--- src/rtl/dht_start_ctrl.sv ---
// DHT single-wire start sequencer: host-low pulse, release, acknowledge qualification,
// automatic retry with backoff, and hand-off to the bit receiver on a valid acknowledge.
//
// state    | meaning
// ---------+-----------------------------------------------------------
// IDLE     | line released, waiting for start
// HOST_LOW | driving the pin low for the mode-selected host-low time
// HOST_REL | line released, settling before looking for the acknowledge
// WAIT_ACK | waiting for the sensor to pull the line low
// ACK_LOW  | measuring the sensor's acknowledge-low phase
// ACK_HIGH | measuring the sensor's acknowledge-high phase
// BACKOFF  | line released between a failed attempt and the retry
// DONE     | single cycle, confirm pulse to the receiver
module dht_start_ctrl #(
   parameter int CNT_W       = 24,
   parameter int T_LOW_DHT11 = 1800000,
   parameter int T_LOW_DHT22 = 100000,
   parameter int T_REL       = 3000,
   parameter int T_WAIT_MAX  = 5000,
   parameter int T_ACK_MIN   = 6000,
   parameter int T_ACK_MAX   = 10000,
   parameter int T_BACKOFF   = 200000,
   parameter int MAX_RETRY   = 2
) (
   input  logic       clk,
   input  logic       rst,
   input  logic       start,
   input  logic       mode,
   input  logic       abort,
   input  logic       dht_in,
   output logic       dht_oe,
   output logic       out_delay,
   output logic       busy,
   output logic       confirm_to_reciver,
   output logic       timeout_err,
   output logic [1:0] retries,
   output logic [2:0] states
);

   typedef enum logic [2:0] {
      S_IDLE     = 3'd0,
      S_HOST_LOW = 3'd1,
      S_HOST_REL = 3'd2,
      S_WAIT_ACK = 3'd3,
      S_ACK_LOW  = 3'd4,
      S_ACK_HIGH = 3'd5,
      S_BACKOFF  = 3'd6,
      S_DONE     = 3'd7
   } state_t;

   localparam logic [CNT_W-1:0] LP_LOW11_M1 = CNT_W'(T_LOW_DHT11 - 1);
   localparam logic [CNT_W-1:0] LP_LOW22_M1 = CNT_W'(T_LOW_DHT22 - 1);
   localparam logic [CNT_W-1:0] LP_REL_M1   = CNT_W'(T_REL - 1);
   localparam logic [CNT_W-1:0] LP_WAIT_MAX = CNT_W'(T_WAIT_MAX);
   localparam logic [CNT_W-1:0] LP_ACK_MIN  = CNT_W'(T_ACK_MIN);
   localparam logic [CNT_W-1:0] LP_ACK_MAX  = CNT_W'(T_ACK_MAX);
   localparam logic [CNT_W-1:0] LP_BOFF_M1  = CNT_W'(T_BACKOFF - 1);
   localparam logic [CNT_W-1:0] LP_ONE      = CNT_W'(1);
   localparam logic [1:0]       LP_MAX_RTY  = 2'(MAX_RETRY);

   state_t           r_state;
   state_t           w_next;
   logic [CNT_W-1:0] r_cnt;
   logic             r_mode;
   logic [1:0]       r_retries;
   logic             r_sync1;
   logic             r_sync2;
   logic             r_timeout;
   logic             w_din_s;
   logic             w_fail;
   logic             w_to_pulse;
   logic             w_in_win;
   logic [CNT_W-1:0] w_low_m1;

   assign w_din_s  = r_sync2;
   assign w_low_m1 = r_mode ? LP_LOW22_M1 : LP_LOW11_M1;
   assign w_in_win = (r_cnt >= LP_ACK_MIN) && (r_cnt <= LP_ACK_MAX);

   always_comb begin
      w_next     = r_state;
      w_fail     = 1'b0;
      w_to_pulse = 1'b0;
      case (r_state)
         S_IDLE:     if (start) w_next = S_HOST_LOW;
         S_HOST_LOW: if (r_cnt == w_low_m1) w_next = S_HOST_REL;
         S_HOST_REL: if (r_cnt == LP_REL_M1) w_next = S_WAIT_ACK;
         S_WAIT_ACK: begin
            if (!w_din_s)                w_next = S_ACK_LOW;
            else if (r_cnt >= LP_WAIT_MAX) w_fail = 1'b1;
         end
         S_ACK_LOW: begin
            if (w_din_s) begin
               if (w_in_win) w_next = S_ACK_HIGH;
               else          w_fail = 1'b1;
            end else if (r_cnt > LP_ACK_MAX) begin
               w_fail = 1'b1;
            end
         end
         S_ACK_HIGH: begin
            if (!w_din_s) begin
               if (w_in_win) w_next = S_DONE;
               else          w_fail = 1'b1;
            end else if (r_cnt > LP_ACK_MAX) begin
               w_fail = 1'b1;
            end
         end
         S_BACKOFF:  if (r_cnt == LP_BOFF_M1) w_next = S_HOST_LOW;
         S_DONE:     w_next = S_IDLE;
         default:    w_next = S_IDLE;
      endcase
      if (w_fail) begin
         if (r_retries < LP_MAX_RTY) begin
            w_next = S_BACKOFF;
         end else begin
            w_next     = S_IDLE;
            w_to_pulse = 1'b1;
         end
      end
      // Abort overrides every in-flight decision, including a pending error pulse.
      if (abort && (r_state != S_IDLE)) begin
         w_next     = S_IDLE;
         w_to_pulse = 1'b0;
      end
   end

   always_ff @(posedge clk) begin
      if (!rst) begin
         r_state   <= S_IDLE;
         r_cnt     <= '0;
         r_mode    <= 1'b0;
         r_retries <= 2'd0;
         r_sync1   <= 1'b1;
         r_sync2   <= 1'b1;
         r_timeout <= 1'b0;
      end else begin
         r_sync1   <= dht_in;
         r_sync2   <= r_sync1;
         r_state   <= w_next;
         r_timeout <= w_to_pulse;
         if ((w_next != r_state) || (w_next == S_IDLE)) r_cnt <= '0;
         else                                           r_cnt <= r_cnt + LP_ONE;
         if ((r_state == S_IDLE) && (w_next == S_HOST_LOW)) begin
            r_mode    <= mode;
            r_retries <= 2'd0;
         end else if ((r_state == S_BACKOFF) && (w_next == S_HOST_LOW)) begin
            r_retries <= r_retries + 2'd1;
         end
      end
   end

   assign dht_oe             = (r_state == S_HOST_LOW);
   assign out_delay          = ~dht_oe;
   assign busy               = (r_state != S_IDLE);
   assign confirm_to_reciver = (r_state == S_DONE) && !abort;
   assign timeout_err        = r_timeout;
   assign retries            = r_retries;
   assign states             = r_state;

endmodule

--- config.mk ---
export PLATFORM = sky130hd
export DESIGN_NAME = dht_start_ctrl
export DESIGN_NICKNAME = d
export VERILOG_FILES = /design/src/rtl/dht_start_ctrl.sv
export SDC_FILE = /design/constraint.sdc
export NUM_CORES = 1
export LEC_CHECK = 0
export ABC_AREA = 1
export BUFFER_PORTS_ARGS = -buffer_cell sky130_fd_sc_hd__buf_4
export CORE_MARGIN = 2
export CORE_UTILIZATION = 40
export DETAILED_ROUTE_END_ITERATION = 10
export SETUP_SLACK_MARGIN = 0.05
export SLEW_MARGIN = 40
export SYNTH_ARGS = -nofsm -noshare
export SYNTH_HDL_FRONTEND = slang
export SYNTH_SLANG_ARGS = --single-unit
--- constraint.sdc ---
create_clock -name clk -period 3.7 [get_ports clk]
set_input_delay 0.74 -clock clk [delete_from_list [all_inputs] [get_ports clk]]
set_output_delay 0.74 -clock clk [all_outputs]
set_load 0.005 [all_outputs]
==> summary.md <==
| Metric | Value |
|---|---|
| Pin count of the biggest net entering global routing | `25` |
| TNS Setup | `0 ps` |
| Reg area | `661 µm²` |
| DRT Wirelength | `5050 µm` |
| Worst hold slack | `428 ps` |
| Seq/Total Area, Yosys | `0.282` |
| Starting DRT DRC Count | `134` |
| CP Capture Type | `flip-flop` |
| Worst hold path class | `reg2reg` |
| Clock sink count | `33` |
| Non-filler cells, final | `419` |
| Multi-input gate area | `1460 µm²` |
| Max IR drop VDD | `0.189 mV` |
| Reg-to-reg startpoint | `r_cnt[0]` |
| Crit path DAT | `2790 ps` |
| Status | `completed` |
| Top Ports | `16` |
| Cell count after synthesis | `328` |
| FP Rows | `27` |
| Post-synth top flop | `dfxtp_1` |
| First-pass GRT wire length | `8880 µm` |
| Slew @ Worst Pin | `661 ps` |
| Gr usage total | `0.175` |
| Max Cap Viol | `0` |
| RD Place Congestion | `0.923` |
| Crit Path Category | `reg2reg` |
| Req. time, crit path | `3850 ps` |
| Routed WL per cell | `12.0 µm` |
| Clock root cell | `clkbuf_8` |
| EDFF count, synth | `0` |
| LEAKAGE | `0.995 nW` |
| Resized cells post-CTS | `0` |
| Post-CTS Hold Buffers | `0` |
| Min Tclk post-route | `2630 ps` |
| Pre-antenna DRT Iters | `5` |
| Switching share of power | `0.253` |
| Slew Viols, Final | `0` |
| Logic pwr share | `0.087` |
| Pwr Density | `284 nW/µm²` |
| Clock Tree Buf Depth | `2` |
| DP HPWL | `3860 µm` |
| Yosys warning count | `0` |
| Asr flop ratio synth | `0` |
| R2R Setup Slk | `1070 ps` |
| Internal power | `0.550 mW` |
| Mapped Nets | `336` |
| Final setup vio count | `0` |
| Vias in the first global route | `1947` |
| Post-Syn Area per Cell | `7.14 µm²` |
| P&R area growth vs syn | `10.8%` |
| Initial Util | `0.420` |
| Number of synthesized register bits | `33` |
| N_diodes | `0` |
| IO buf count | `15` |
| Post-place setup slack | `1070 ps` |
| Crit path max fanout | `24` |
| Hold wc startpoint | `r_sync1` |
| DIE WIDTH | `80.5 µm` |
| Routed vias/inst | `4.94` |
| Dpl cells | `411` |
| Final setup margin | `1070 ps` |
| RSZ-0062 raised after global routing | `false` |
| Final Hold Fails | `0` |
| PnR Total Power | `0.736 mW` |
| CTS H-tree depth | `2` |
| Overflow after GRT | `0` |
| Clock transition at path regs | `70 ps` |
| Die area | `6480 µm²` |
| Unique masters post-synth | `34` |
| Clk_lat worst skew | `290 ps` |
| Layout Nets | `354` |
| Post-DRT Antenna Nets | `0` |
| Core Region | `5570 µm²` |
| Clock power frac | `0.418` |
| Cell Area, Synth | `2340 µm²` |
| Flop pwr share | `0.495` |
| Worst R2R End | `r_cnt[15]` |
| Antenna violations before repair | `0` |
| Reg2Reg Depth | `13` |
| CTS tree | `yes` |
| Die H | `80.5 µm` |
| Fin Clk Skew | `8.41 ps` |
| Post-CTS Setup Inserts | `0` |
| Layout cell share with drive strength beyond 1 | `0.251` |
| Slew HR | `0.559` |
| Sw Pwr | `0.186 mW` |
| Min-Delay Path Depth | `1` |
| Hold Path End | `r_sync2` |
| Vias | `2070` |
| Critical path launch point type | `flip-flop` |
| Fillers | `562` |
| CTS Buf Count | `5` |
| Achievable frequency | `380 MHz` |
| DRC | `0` |
| Final worst-path cycle share | `0.712` |
-- how the worst max path moves through the flow --
stage,from,endpoint,slack (ps),cells after the start
global placement,r_cnt[0],r_cnt[14],1150,13
detailed placement,r_cnt[0],r_cnt[15],1070,13
finish,r_cnt[0],r_cnt[15],1070,13
floorplan,r_cnt[0],r_cnt[17],1590,18
CTS,r_cnt[0],r_cnt[15],1050,13
global route,r_cnt[0],r_cnt[15],780,13
-- cell families after synthesis --
group,count (synthesis),share of synthesized area
AND/OR/NAND/NOR,213,0.513
XOR/XNOR,16,0.0630
adder cells (fa/ha/maj),2,0.0107
flip-flops,33,0.282
buffers and inverters,50,0.0956
AO/OA/AOI/OAI,14,0.0358
-- layout make-up --
type / instances / area share
Sequential cell: 33 / 0.254
Clock buffer: 7 / 0.0371
Inverter: 46 / 0.0670
Clock inverter: 1 / 0.00193
Timing Repair Buffer: 15 / 0.0434
Tap cell: 72 / 0.0347
Multi-Input combinational cell: 245 / 0.561
-- cell usage after synthesis (3+ instances only) --
| master | count | area [µm²] |
|---|---|---|
| nor3_1 | 12 | 60.1 |
| xnor2_1 | 3 | 26.3 |
| inv_2 | 6 | 22.5 |
| nor2_1 | 49 | 184 |
| o21ai_0 | 5 | 25.0 |
| a21oi_1 | 4 | 20.0 |
| nand3_1 | 28 | 140 |
| xor2_1 | 12 | 105 |
| nand3_2 | 6 | 60.1 |
| nand4_1 | 9 | 56.3 |
| dfxtp_1 | 33 | 661 |
| inv_1 | 39 | 146 |
| or2_2 | 3 | 18.8 |
| nor2_4 | 26 | 293 |
| nand2_1 | 57 | 214 |
| nand2_2 | 12 | 75.1 |
-- worst max-delay path: stages (launching register included) --
cell and delay [ps]:
dfxtp_1 420, ha_1 230, nand2_2 90, nor2_4 130
inv_1 90, nor3_1 280, nand4_1 130, nand2_1 90
nor2_1 40, nand3_1 100, nand3_2 120, xor2_2 180
nand2_4 490, nor2_1 80
-- cell usage in the layout, fill, tap and decap left out, types with 2 or more instances in the layout --
| cell type | synthesis | final |
|---|---|---|
| nand2_1 | 57 | 57 |
| nor2_1 | 49 | 49 |
| inv_1 | 39 | 39 |
| dfxtp_1 | 33 | 33 |
| nand3_1 | 28 | 28 |
| nor2_4 | 26 | 26 |
| buf_4 | 0 | 15 |
| nor3_1 | 12 | 12 |
| nand2_2 | 12 | 12 |
| xor2_1 | 12 | 12 |
| nand4_1 | 9 | 9 |
| clkbuf_8 | 0 | 7 |
| inv_2 | 6 | 6 |
| nand3_2 | 6 | 6 |
| o21ai_0 | 5 | 5 |
| a21oi_1 | 4 | 4 |
| or2_2 | 3 | 3 |
| xnor2_1 | 3 | 3 |
| nor3_2 | 2 | 2 |
| nor2_2 | 2 | 2 |
| clkinv_2 | 1 | 2 |
| nor4_2 | 2 | 2 |
| ha_1 | 2 | 2 |
-- routing by layer --
metal	GRT usage	vias up	wire, µm
met1	0.237	922	2490
met4	0.0627	0	73
met5	0	-	0
met3	0.0337	7	258
li1	-	1074	-
met2	0.277	67	2230
-- sequential cells by signal, summed over array words and instances, names as in the netlist --
name / flops
r_cnt: 24
states: 3
retries: 2
r_mode: 1
r_sync1: 1
r_sync2: 1
timeout_err: 1
-- power by group through the flow --
stage / Combinational [mW] / Sequential (mW) / Clock [mW]
2_1_floorplan: 0.0498 / 0.371 / 0
3_3_place_gp: 0.0645 / 0.372 / 0
3_5_place_dp: 0.0646 / 0.372 / 0
4_1_cts: 0.0646 / 0.364 / 0.317
5_1_grt: 0.0720 / 0.365 / 0.332
6_report: 0.0643 / 0.364 / 0.308
-- metrics by stage --
stage	cell area, µm²	util
2_1_floorplan	2340	-
3_3_place_gp	2490	0.448
3_5_place_dp	2490	0.448
4_1_cts	2600	0.466
5_1_grt	2600	0.466
6_report	2600	0.466
(Power assumes the default switching activity.)
